`src/rtl/sreg_pkg.sv`:
```
// Shared definitions for the serial address-register load controller:
// FSM state encoding and default word/counter widths.
package sreg_pkg;

   localparam int DWIDTH_DEF = 21;
   localparam int CWIDTH_DEF = 5;

   typedef enum logic [1:0] {
      ST_IDLE  = 2'd0,
      ST_SHIFT = 2'd1,
      ST_LATCH = 2'd2,
      ST_ERROR = 2'd3
   } state_t;

endpackage

```
`src/rtl/sreg_bitcnt.sv`:
```
// Loadable bit counter for the serial frame. tc flags the increment that
// takes the count to DWIDTH, i.e. the final bit of a complete word.
module sreg_bitcnt
   import sreg_pkg::*;
#(
   parameter int DWIDTH = DWIDTH_DEF,
   parameter int CWIDTH = CWIDTH_DEF
) (
   input  logic clk,
   input  logic reset,
   input  logic load,
   input  logic inc,
   output logic tc
);

   localparam logic [CWIDTH-1:0] LAST = CWIDTH'(DWIDTH - 1);

   logic [CWIDTH-1:0] count;

   assign tc = inc && (count == LAST);

   always_ff @(posedge clk or posedge reset) begin
      if (reset)
         count <= '0;
      else if (load)
         count <= '0;
      else if (inc)
         count <= count + CWIDTH'(1);
   end

endmodule

```
`src/rtl/sreg_load_ctrl.sv`:
```
// Serial address-word load controller: frames MCU bits, drives the shift
// enable and latches complete words. Optional macro: SREG_AUTO_INC_EN.
module sreg_load_ctrl
   import sreg_pkg::*;
#(
   parameter int DWIDTH = DWIDTH_DEF,
   parameter int CWIDTH = CWIDTH_DEF
) (
   input  logic              clk,
   input  logic              reset,
   input  logic              cs_n,
   input  logic              bit_valid,
   input  logic              bit_in,
   input  logic              acc_strobe,
   output logic              shift_en,
   output logic              shift_data,
   output logic [DWIDTH-1:0] addr_out,
   output logic              addr_valid,
   output logic              busy,
   output logic              err_frame
);

   state_t            state, state_nx;
   logic              cs_n_q;
   logic [DWIDTH-1:0] shadow, shadow_nx;
   logic              accept, tc;
   logic              cnt_load, set_busy, clr_busy;
   logic              latch_now, enter_err, inc_addr;

   // A bit is taken only inside a frame; a bit arriving with the cs_n rise is dropped.
   assign accept    = (state == ST_SHIFT) && !cs_n && bit_valid;
   assign shadow_nx = {shadow[DWIDTH-2:0], bit_in};

`ifdef SREG_AUTO_INC_EN
   logic unused_msb;
   assign unused_msb = shadow[DWIDTH-1];
`else
   logic unused_sig;
   assign unused_sig = shadow[DWIDTH-1] ^ acc_strobe;
`endif

   sreg_bitcnt #(
      .DWIDTH (DWIDTH),
      .CWIDTH (CWIDTH)
   ) u_bitcnt (
      .clk   (clk),
      .reset (reset),
      .load  (cnt_load),
      .inc   (accept),
      .tc    (tc)
   );

   always_ff @(posedge clk or posedge reset) begin
      if (reset)
         state <= ST_IDLE;
      else
         state <= state_nx;
   end

   always_comb begin
      state_nx  = state;
      cnt_load  = 1'b0;
      set_busy  = 1'b0;
      clr_busy  = 1'b0;
      latch_now = 1'b0;
      enter_err = 1'b0;
      inc_addr  = 1'b0;
      case (state)
         ST_IDLE: begin
`ifdef SREG_AUTO_INC_EN
            inc_addr = acc_strobe && addr_valid;
`endif
            if (cs_n_q && !cs_n) begin
               state_nx = ST_SHIFT;
               cnt_load = 1'b1;
               set_busy = 1'b1;
            end
         end
         ST_SHIFT: begin
            if (cs_n) begin
               state_nx  = ST_ERROR;
               enter_err = 1'b1;
               clr_busy  = 1'b1;
            end else if (accept && tc) begin
               state_nx  = ST_LATCH;
               latch_now = 1'b1;
            end
         end
         ST_LATCH: begin
            if (cs_n) begin
               state_nx = ST_IDLE;
               clr_busy = 1'b1;
            end else if (bit_valid) begin
               state_nx  = ST_ERROR;
               enter_err = 1'b1;
            end
         end
         ST_ERROR: begin
            if (cs_n) begin
               state_nx = ST_IDLE;
               clr_busy = 1'b1;
            end
         end
      endcase
   end

   // The word is captured on the edge that enters LATCH, so addr_out never sees a partial word.
   always_ff @(posedge clk or posedge reset) begin
      if (reset) begin
         cs_n_q     <= 1'b0;
         shadow     <= '0;
         shift_en   <= 1'b0;
         shift_data <= 1'b0;
         addr_out   <= '0;
         addr_valid <= 1'b0;
         busy       <= 1'b0;
         err_frame  <= 1'b0;
      end else begin
         cs_n_q     <= cs_n;
         shift_en   <= accept;
         shift_data <= accept & bit_in;
         if (accept)
            shadow <= shadow_nx;
         if (latch_now) begin
            addr_out   <= shadow_nx;
            addr_valid <= 1'b1;
            err_frame  <= 1'b0;
         end else if (enter_err) begin
            addr_valid <= 1'b0;
            err_frame  <= 1'b1;
         end else if (inc_addr) begin
            addr_out <= addr_out + DWIDTH'(1);
         end
         if (set_busy)
            busy <= 1'b1;
         else if (clr_busy)
            busy <= 1'b0;
      end
   end

endmodule

```
`config.mk`:
```
export PLATFORM = sky130hd
export DESIGN_NAME = sreg_load_ctrl
export DESIGN_NICKNAME = d
export VERILOG_FILES = /design/src/rtl/sreg_pkg.sv /design/src/rtl/sreg_bitcnt.sv /design/src/rtl/sreg_load_ctrl.sv
export SDC_FILE = /design/constraint.sdc
export NUM_CORES = 1
export LEC_CHECK = 0
export ABC_AREA = 1
export BUFFER_PORTS_ARGS = -buffer_cell sky130_fd_sc_hd__buf_2
export CORE_ASPECT_RATIO = 0.5
export CORE_UTILIZATION = 57
export CTS_CLUSTER_DIAMETER = 100
export CTS_CLUSTER_SIZE = 40
export DETAILED_ROUTE_END_ITERATION = 8
export PLACE_DENSITY = 0.84
export SETUP_SLACK_MARGIN = 0.02
export SLEW_MARGIN = 10
export SYNTH_ARGS = -nofsm -noshare
export SYNTH_HDL_FRONTEND = slang
export SYNTH_SLANG_ARGS = --single-unit
```
`constraint.sdc`:
```
create_clock -name clk -period 1.79 [get_ports clk]
set_input_delay 0.0895 -clock clk [delete_from_list [all_inputs] [get_ports clk]]
set_output_delay 0.0895 -clock clk [all_outputs]
set_load 0.02 [all_outputs]
```
Yosys cells after proc, flatten, opt, wreduce, memory -nomap -nowiden
Index checks and enable logic that the tools add are counted.
{"block": "totals", "ff_bits": 54, "inputBits": 6, "out_inout_bits": 26, "elab_cells": 57}
{"block": "classes", "addsub": 1, "eq_ne": 8, "muxes": 25, "n_bitwise": 1, "reduce_logical": 12}
{"cell": "two-way mux 1 bit", "n": 15}
{"cell": "two-way mux 2 bit", "n": 6}
{"cell": "two-way mux 5 bit", "n": 2}
{"cell": "one-hot mux 2 bit (4 select lines)", "n": 1}
{"cell": "nonzero test 2 bit", "n": 3}
{"cell": "adder 5 x 1 -> 5 bit (second input constant)", "n": 1}
{"cell": "== test 5 bit (second input constant)", "n": 1}
{"cell": "logical AND 1 bit", "n": 5}
{"cell": "== test 2 bit (second input constant)", "n": 2}
{"cell": "inequality test 2 bit (second input constant)", "n": 2}
{"cell": "AND reduction 4 bit", "n": 1}
{"cell": "inequality test 3 x 2 -> 1 bit (second input constant)", "n": 1}
{"cell": "inequality test 3 bit (second input constant)", "n": 1}
{"cell": "OR reduction 3 bit", "n": 1}
{"cell": "== test 2 x 1 -> 1 bit (second input constant)", "n": 1}
{"cell": "zero test 2 bit", "n": 1}
{"cell": "one-hot mux 1 bit (2 select lines)", "n": 1}
{"cell": "bitwise AND 1 bit", "n": 1}
{"cell": "zero test 1 bit", "n": 1}

Logic depth before layout (Yosys ltp)
Gate-level depths: netlist of the first run.
{"block": "depth", "ltp_word": 9, "ltp_mapped": 9, "mapped_depth_nobuf": 9}

Modules after synthesis
From an unflattened synthesis of the first run, not the netlist that was laid out.
{"block": "unflattened", "cells_unflattened": 245, "hier_area_um2": 2358.5}
{"module": "sreg_load_ctrl", "n_inst": 1, "cells_per_inst": 207, "area_each_um2": 2058.2, "seq_area_each_um2": 1226.2}
{"module": "sreg_bitcnt", "n_inst": 1, "cells_per_inst": 38, "area_each_um2": 300.3, "seq_area_each_um2": 125.1}

Least setup slack after synthesis of the first run
Ideal clock, no wire load.
{"block": "synth_timing", "path_kind": "register -> register", "start": "register state[1]", "end": "register shadow[10]", "setup_time_ns": 0.118, "arrival_time_ns": 1.261, "required_ns": 1.672, "path_slack_ns": 0.410, "path_stages_with_launch": 8, "path_buffers": 2, "period_less_slack_ns": 1.380, "path_cell_list": "dfrtp_1 -> inv_1 -> ha_1 -> nand2_4 -> nor2_8 -> buf_6 -> buf_6 -> o21ai_2"}
{"block": "synth_via", "elab_chain_len": 3}
{"element": "start, declared", "line_no": "sreg_load_ctrl.sv:23", "rtl": "state_t state, state_nx;"}
{"element": "start signal, assigned", "line_no": "sreg_load_ctrl.sv:57", "rtl": "state <= state_nx;"}
{"element": "== test 2 x 1 -> 1 bit", "line_no": "sreg_load_ctrl.sv:31", "rtl": "assign accept = (state == ST_SHIFT) && !cs_n && bit_valid;"}
{"element": "logical AND 1 bit (2 in a row)", "line_no": "sreg_load_ctrl.sv:31"}
{"element": "end signal, assigned", "line_no": "sreg_load_ctrl.sv:123", "rtl": "shadow <= shadow_nx;"}
{"element": "end, declared", "line_no": "sreg_load_ctrl.sv:25", "rtl": "logic [DWIDTH-1:0] shadow, shadow_nx;"}
No other way between the ends.
A chain may end at the register's enable or synchronous reset.

Worst setup path in the final report of the first run
{"block": "layout_timing", "start": "register state[1]", "end": "register addr_out[19]"}
{"block": "layout_via", "elab_chain_len": 8}
{"element": "== test 2 x 1 -> 1 bit (*)", "line_no": "sreg_load_ctrl.sv:31, sreg_load_ctrl.sv:68"}
{"element": "logical AND 1 bit (2 in a row)", "line_no": "sreg_load_ctrl.sv:31"}
{"element": "logical AND 1 bit", "line_no": "sreg_bitcnt.sv:20", "rtl": "assign tc = inc && (count == LAST);"}
{"element": "logical AND 1 bit", "line_no": "sreg_load_ctrl.sv:84", "rtl": "end else if (accept && tc) begin"}
{"element": "two-way mux 1 bit", "line_no": "sreg_load_ctrl.sv:84"}
{"element": "two-way mux 1 bit", "line_no": "sreg_load_ctrl.sv:80", "rtl": "if (cs_n) begin"}
{"element": "two-way mux 1 bit (*)", "line_no": "sreg_load_ctrl.sv:68", "rtl": "case (state)"}
{"element": "end signal, assigned", "line_no": "sreg_load_ctrl.sv:125", "rtl": "addr_out <= shadow_nx;"}
{"element": "end signal, assigned", "line_no": "sreg_load_ctrl.sv:132", "rtl": "addr_out <= addr_out + DWIDTH'(1);"}
{"element": "end, declared", "line_no": "sreg_load_ctrl.sv:17", "rtl": "output logic [DWIDTH-1:0] addr_out,"}
Mark *: on every way between the ends. The rest lies on a longest branch, timed or not.

==> qor.csv, run 1 <==
metric,value,unit
status,"complete, no violations",
Final ANT Viol Nets,0,
worst min path class,primary input to flip-flop,
number of fill cells,306,
design area,2780,um2
root buf cell,clkbuf_8,
Logic pwr share,0.326,
DRC,0,
post-synthesis compound-gate area fraction,0.157,
TNS Setup,0,ns
initial DRC count,76,
vias in the first global route,1647,
post-synthesis simple-gate area fraction,0.158,
total internal power,2470,uW
Worst setup SP type,flip-flop,
DP Area,2650,um2
crit path cell chain,inv_2 -> ha_2 -> nand2_4 -> nor2_8 -> nand2_4 -> buf_12 -> nand2_1 -> o21ai_2,
"Clk pin slew, worst setup/hold paths",0.10,ns
Max Slew Vio Count,0,
Most Frequent Cell on Critical Path,nand2_4,
I/O pin count,32,
HPWL Detailed,2960,um
cell family with most CP delay,simple AND/OR/NAND/NOR gates,
Sw Share,0.372,
synth unique cells,24,
post-synthesis share of cell area spent on xor and xnor gates,0,
"Min Clock Period, post-route",1.64,ns
die area,4600,um2
worst-path maximum fanout,29,
sequential share of the synthesized area,0.549,
Area Overhead vs Synth,12.7,%
PwrDens,1420,nW/um2
syn_area_per_cell,10.4,um2
P_leak,0.00143,uW
final setup vio count,0,
GP Congestion,0.722,
final wirelength,4400,um
Least-Margin Pin Slew,0.392,ns
vias after detailed routing,1658,
Yosys warnings,0,
largest family of logic cells by synthesized area,simple AND/OR/NAND/NOR gates,
Via-to-Cell Ratio,5.07,
drt wl/cell,13.4,um
core area,4020,um2
pin count of the biggest net entering global routing,55,
Syn Nets,249,
Overall Power,3940,uW
Die Ht,48.5,um
CP bufs+invs,2,
kind of critical path,flip-flop to flip-flop,
diode count,0,
CTS Buf Count,5,
net switching power,1460,uW
Fmax,611,MHz
Slew HR,0.738,
share of cells above drive strength 1,0.330,
final net count,285,
unrepaired setup endpoints after global routing,no,
CP endpoint kind,flip-flop,
CTS tree,done,
Flop pwr share,0.467,
Die Span X,95.0,um
Initial DRT Pass Iterations,4,
H-tree depth,2,
arrival time worst endpoint,1.84,ns
remaining global-route overflow,0,
final hold slack,0.0716,ns
worst-skew pair later-pin latency,0.30,ns
Longest Clk Path Bufs,2,
"Slowest-stage cell, CP",dfrtp_1,
Mapped Cells,236,
max incr delay on CP,0.46,ns
"Req. time, crit path",1.99,ns
Cell Rows,16,
Post-Synth Adder-Cell Area,0.0356,
final hold vios,0,
multiplexer share of the synthesized area,0,
Setup Skew,0.00550,ns
"leading cell types in the layout, fill and taps excluded","57 x nand2_1, 54 x dfrtp_1, 31 x o21ai_2",
Total GRT Usage,0.216,
clock share of power,0.207,
maximum VDD drop,0.691,mV
first-pass GRT wire length,7470,um
period utilisation layout,0.915,
max-cap violations,0,
initial antenna violation count,0,
Yosys reg bits,54,
clk sinks,54,
synthesized area,2460,um2
IO Port Bufs,30,
starting density of the core,0.612,
"commonest non-fill, non-tap cell in the layout",nand2_1,
[worst register-to-register path, cell delays in order (launching register included)]
cell and delay, ns:
dfrtp_1 0.46, inv_2 0.12, ha_2 0.22, nand2_4 0.08, nor2_8 0.17, nand2_4 0.14
buf_12 0.20, nand2_1 0.09, o21ai_2 0.05
[through the flow]
stage                     utilization  setup WS [ns]  cells
after floorplan                     -          0.386    236
after global placement          0.658          0.193    317
after detailed placement        0.658          0.130    317
after CTS                       0.690          0.108    327
after global routing            0.690         0.0558    327
final                           0.690          0.152    327
[layer usage]
layer / share of wire / up-vias / global-route usage
met5: 0 / - / 0
met4: 0.018 / 0 / 0.0758
met3: 0.044 / 14 / 0.0550
met2: 0.49 / 44 / 0.355
met1: 0.45 / 780 / 0.280
li1: - / 820 / -
[cell usage after synthesis]
| master | instances | area share |
|---|---|---|
| o21ai_0 | 4 | 0.0081 |
| inv_1 | 29 | 0.044 |
| buf_8 | 1 | 0.0061 |
| nor2_1 | 1 | 0.0015 |
| inv_4 | 2 | 0.0051 |
| o21a_1 | 1 | 0.0030 |
| buf_6 | 8 | 0.037 |
| nand4_1 | 4 | 0.010 |
| o21bai_1 | 1 | 0.0030 |
| ha_1 | 7 | 0.036 |
| nand2_2 | 1 | 0.0025 |
| nand3_1 | 11 | 0.022 |
| nor2_8 | 1 | 0.0081 |
| nor2_4 | 2 | 0.0091 |
| a21boi_0 | 2 | 0.0061 |
| dfrtp_1 | 54 | 0.55 |
| nand2_4 | 3 | 0.014 |
| inv_2 | 1 | 0.0015 |
| bufinv_8 | 1 | 0.0071 |
| nand3_2 | 1 | 0.0041 |
| nand2_1 | 57 | 0.087 |
| o21ai_2 | 31 | 0.11 |
| o21ai_1 | 12 | 0.024 |
| a21oi_1 | 1 | 0.0020 |
[kinds of logic after synthesis]
group / Yosys count
fa+ha+maj: 7
flops: 54
compound gates: 52
simple gates: 81
buf+inv: 42
[layout make-up]
cell class / count / area (um2) / area share
repair buffers: 38 / 240 / 0.0865
flip-flops and latches: 54 / 1350 / 0.486
clock buffers: 5 / 68.8 / 0.0248
multi-input cells: 140 / 867 / 0.312
clock inverters: 3 / 40.0 / 0.0144
inverters: 33 / 143 / 0.0514
well taps: 54 / 67.6 / 0.0243
[final timing paths]
kind                                           from                        to  slack, ns  cells after the start
min                                          bit_in      shift_data$_DFF_PP0_       0.07                      3
min reg2reg                addr_out[14]$_DFFE_PP0P_  addr_out[14]$_DFFE_PP0P_       0.48                      2
min in group asynchronous                     reset      shift_data$_DFF_PP0_       0.37                      4
max                            state[1]$_DFFE_PP0P_  addr_out[19]$_DFFE_PP0P_       0.15                      8
max in group asynchronous                     reset      state[1]$_DFFE_PP0P_       1.19                      4
max reg2reg                    state[1]$_DFFE_PP0P_  addr_out[19]$_DFFE_PP0P_       0.15                      8
[timing repair]
| action | in CTS | in global routing |
|---|---|---|
| hold buffers | 2 | 0 |
| endpoints found under the setup margin | 0 | 11 |
| endpoints found under the hold margin | 55 | 0 |
| buffers inserted | 0 | 0 |
| gates resized for setup | 0 | 2 |
[power groups by stage]
stage               Combinational (uW)  Sequential (uW)  Clock (uW)
floorplan                          847             1950           0
global placement                  1190             1830           0
detailed placement                1270             1850           0
CTS                               1290             1830         821
global route                      1440             1880         882
finish                            1280             1840         816
[registers in the layout, summed over array words and instances, names as in the netlist]
signal / flops
addr_out: 21
shadow: 20
u_bitcnt.count: 5
state: 2
addr_valid: 1
busy: 1
cs_n_q: 1
err_frame: 1
shift_data: 1
shift_en: 1
Note: power is estimated with default switching activity, not from simulation.
==> inputs of run 2 (changes only) <==
ABC_AREA = unset   (was 1)
CELL_PAD_IN_SITES_DETAIL_PLACEMENT = 1   (was unset)
CELL_PAD_IN_SITES_GLOBAL_PLACEMENT = 1   (was unset)
CORE_UTILIZATION = 44   (was 57)
PLACE_DENSITY = 0.82   (was 0.84)
SLEW_MARGIN = unset   (was 10)
==> run 2 against run 1 <==
  * Final cell count down 8.3%
  * Wire length is 5.5% higher
  * Critical path depth decreased by 1
  * Highest routed layer unchanged
  * Sequential power is 20% lower
  * Combinational power shrank 52%
  * Sequential cell count is the same
  * Fmax fell by 2.2%
==> qor.csv, run 2 <==
metric,value,unit,change
worst min path class,primary input to flip-flop,,
Yosys reg bits,54,,unchanged
final net count,246,,-14%
unrepaired setup endpoints after global routing,no,,
syn_area_per_cell,11.5,um2,+11%
most flop-heavy register,addr_out,,
status,"complete, no violations",,
root buf cell,clkbuf_8,,
"Clk pin slew, worst setup/hold paths",0.10,ns,about the same
Die Ht,52.6,um,+8.4%
Die Span X,103,um,+8.6%
clk sinks,54,,unchanged
Least-Margin Pin Slew,0.378,ns,-0.0140 ns
initial DRC count,30,,-61%
Mapped Cells,195,,-17%
PwrDens,1150,nW/um2,-19%
Total GRT Usage,0.202,,-0.0137
first-pass GRT wire length,7830,um,+4.9%
commonest cells in the netlist,"64 x nand2_1, 54 x dfrtp_1, 18 x mux2_1",,
remaining global-route overflow,0,,unchanged
diode count,0,,unchanged
Initial DRT Pass Iterations,4,,unchanged
period utilisation layout,0.935,,+0.0201
"FFs w/ async S/R, synth",1.00,,unchanged
post-synth top area share,0.600,,+0.0518
vias after detailed routing,1515,,-8.6%
"leading cell types in the layout, fill and taps excluded","64 x nand2_1, 54 x dfrtp_1, 30 x buf_2",,
Slew HR,0.748,,+0.00973
final wirelength,4640,um,+5.5%
H-tree depth,2,,unchanged
synthesized area,2250,um2,-8.6%
vias in the first global route,1573,,-4.5%
die area,5420,um2,+18%
CTS tree,done,,
"top cells by area, synth","dfrtp_1 60%, nand2_1 11%, mux2_1 9.0%",,
Most used DFF post-synth,dfrtp_1,,
Max Slew Vio Count,0,,unchanged
Overall Power,3060,uW,-22%
"commonest non-fill, non-tap cell in the layout",nand2_1,,
sequential share of the synthesized area,0.600,,+0.0518
HPWL Detailed,3160,um,+6.6%
setup bufs post-CTS,0,,unchanged
DRC,0,,unchanged
Syn Nets,208,,-16%
max-cap violations,0,,unchanged
Final ANT Viol Nets,0,,unchanged
number of fill cells,502,,+64%
top-count cell post-synth,nand2_1,,
worst-skew pair later-pin latency,0.31,ns,about the same
arrival time worst endpoint,1.87,ns,+0.03 ns
TNS Setup,0,ns,unchanged
max reg flops,21,,unchanged
kind of critical path,flip-flop to flip-flop,,
GP Congestion,0.738,,+2.2%
Via-to-Cell Ratio,5.05,,-0.40%
Fmax,597,MHz,-2.2%
Setup Skew,0.00305,ns,-0.00244 ns
"Req. time, crit path",1.98,ns,about the same
synth unique cells,29,,+21%
Worst setup SP type,flip-flop,,
core area,4660,um2,+16%
CP endpoint kind,flip-flop,,
Cell Rows,17,,+1
final hold slack,0.00773,ns,-0.0638 ns
IO Port Bufs,30,,unchanged
final hold vios,0,,unchanged
Area Overhead vs Synth,18.8,%,
post-synth top area cell,dfrtp_1,,
fin util,0.574,,-0.116
CTS Buf Count,5,,unchanged
initial antenna violation count,0,,unchanged
Yosys warnings,0,,unchanged
P_leak,0.00159,uW,+11%
final setup vio count,0,,unchanged
Post-synth EDFFs,0,,unchanged
starting density of the core,0.483,,-0.129
top flop regs,"addr_out: 21 flops, shadow: 20 flops, u_bitcnt.count: 5 flops",,
Longest Clk Path Bufs,2,,unchanged
pin count of the biggest net entering global routing,39,,-29%
worst-path maximum fanout,12,,-59%
"Min Clock Period, post-route",1.67,ns,+0.0360 ns
maximum VDD drop,0.503,mV,-27%
share of cells above drive strength 1,0.239,,-0.0904
I/O pin count,32,,unchanged
drt wl/cell,15.5,um,+15%
run 2: cell types whose count changed after synthesis, sizes merged, moves of 4 or more:
cell   before  now
nand3      12    0
nand2      61   65
mux2        0   22
inv        32    9
buf         9    5
o21ai      47    5
run 2: path summary, 6_finish.rpt:
check                                      from                 endpoint  slack, ns  cells after the start
min in group asynchronous                 reset     state[1]$_DFFE_PP0P_       0.30                      3
min                                        cs_n         cs_n_q$_DFF_PP0_      0.008                      1
max in group asynchronous                 reset   shadow[10]$_DFFE_PP0P_       0.98                      4
max                        state[1]$_DFFE_PP0P_  addr_out[5]$_DFFE_PP0P_       0.12                      7
max reg2reg                state[1]$_DFFE_PP0P_  addr_out[5]$_DFFE_PP0P_       0.12                      7
min reg2reg                    busy$_DFFE_PP0P_         busy$_DFFE_PP0P_       0.48                      1
run 2: stage by stage:
step                cell area (um2)  worst slack [ns]  cells
finish                         2670             0.116    300
global route                   2670            0.0294    300
global placement               2530             0.160    291
CTS                            2670            0.0656    300
detailed placement             2530            0.0903    291
floorplan                      2250             0.146    195
run 2: layout make-up:
cell class | count | area, um2 | share of cell area
timing repair buffer | 38 | 250 | 0.0936
clock inverter | 3 | 68.8 | 0.0257
clock buffer | 5 | 68.8 | 0.0257
inverter | 9 | 33.8 | 0.0126
sequential | 54 | 1350 | 0.505
multi-input combinational | 125 | 818 | 0.306
tap | 66 | 82.6 | 0.0309
run 2: kinds of logic (layout without fill, tap and decap cells):
group | after synthesis | count (layout) | share of synthesized area
adder cells (fa/ha/maj) | 7 | 7 | 0.0389
flip-flops | 54 | 54 | 0.600
XOR/XNOR | 3 | 3 | 0.0117
multiplexers | 23 | 23 | 0.116
buffers and inverters | 16 | 55 | 0.0361
AND/OR/NAND/NOR | 79 | 79 | 0.163
AO/OA/AOI/OAI | 13 | 13 | 0.0334
run 2: repair_timing:
action                                 CTS  global route
endpoints found under the hold margin   16             0
setup endpoints to repair                0             1
hold buffers                             1             0
gates resized for setup                  0             1
run 2: routing by layer:
layer / share of wire / vias up / wire, um / GRT usage
li1: - / 698 / - / -
met1: 0.42 / 787 / 1930 / 0.244
met2: 0.54 / 24 / 2520 / 0.368
met3: 0.030 / 6 / 139 / 0.0480
met4: 0.0099 / 0 / 46 / 0.0563
met5: 0 / - / 0 / 0
run 2: critical path: stages (launching register included):
cell	delay (ns)
dfrtp_1	0.41
inv_2	0.08
ha_1	0.16
nor2b_4	0.17
nand2_4	0.09
nor2_8	0.15
buf_12	0.15
mux2_1	0.34
run 2: where the power goes:
part | switching (uW) | internal [uW]
sequential | 119 | 1360
combinational | 367 | 250
clock | 411 | 560
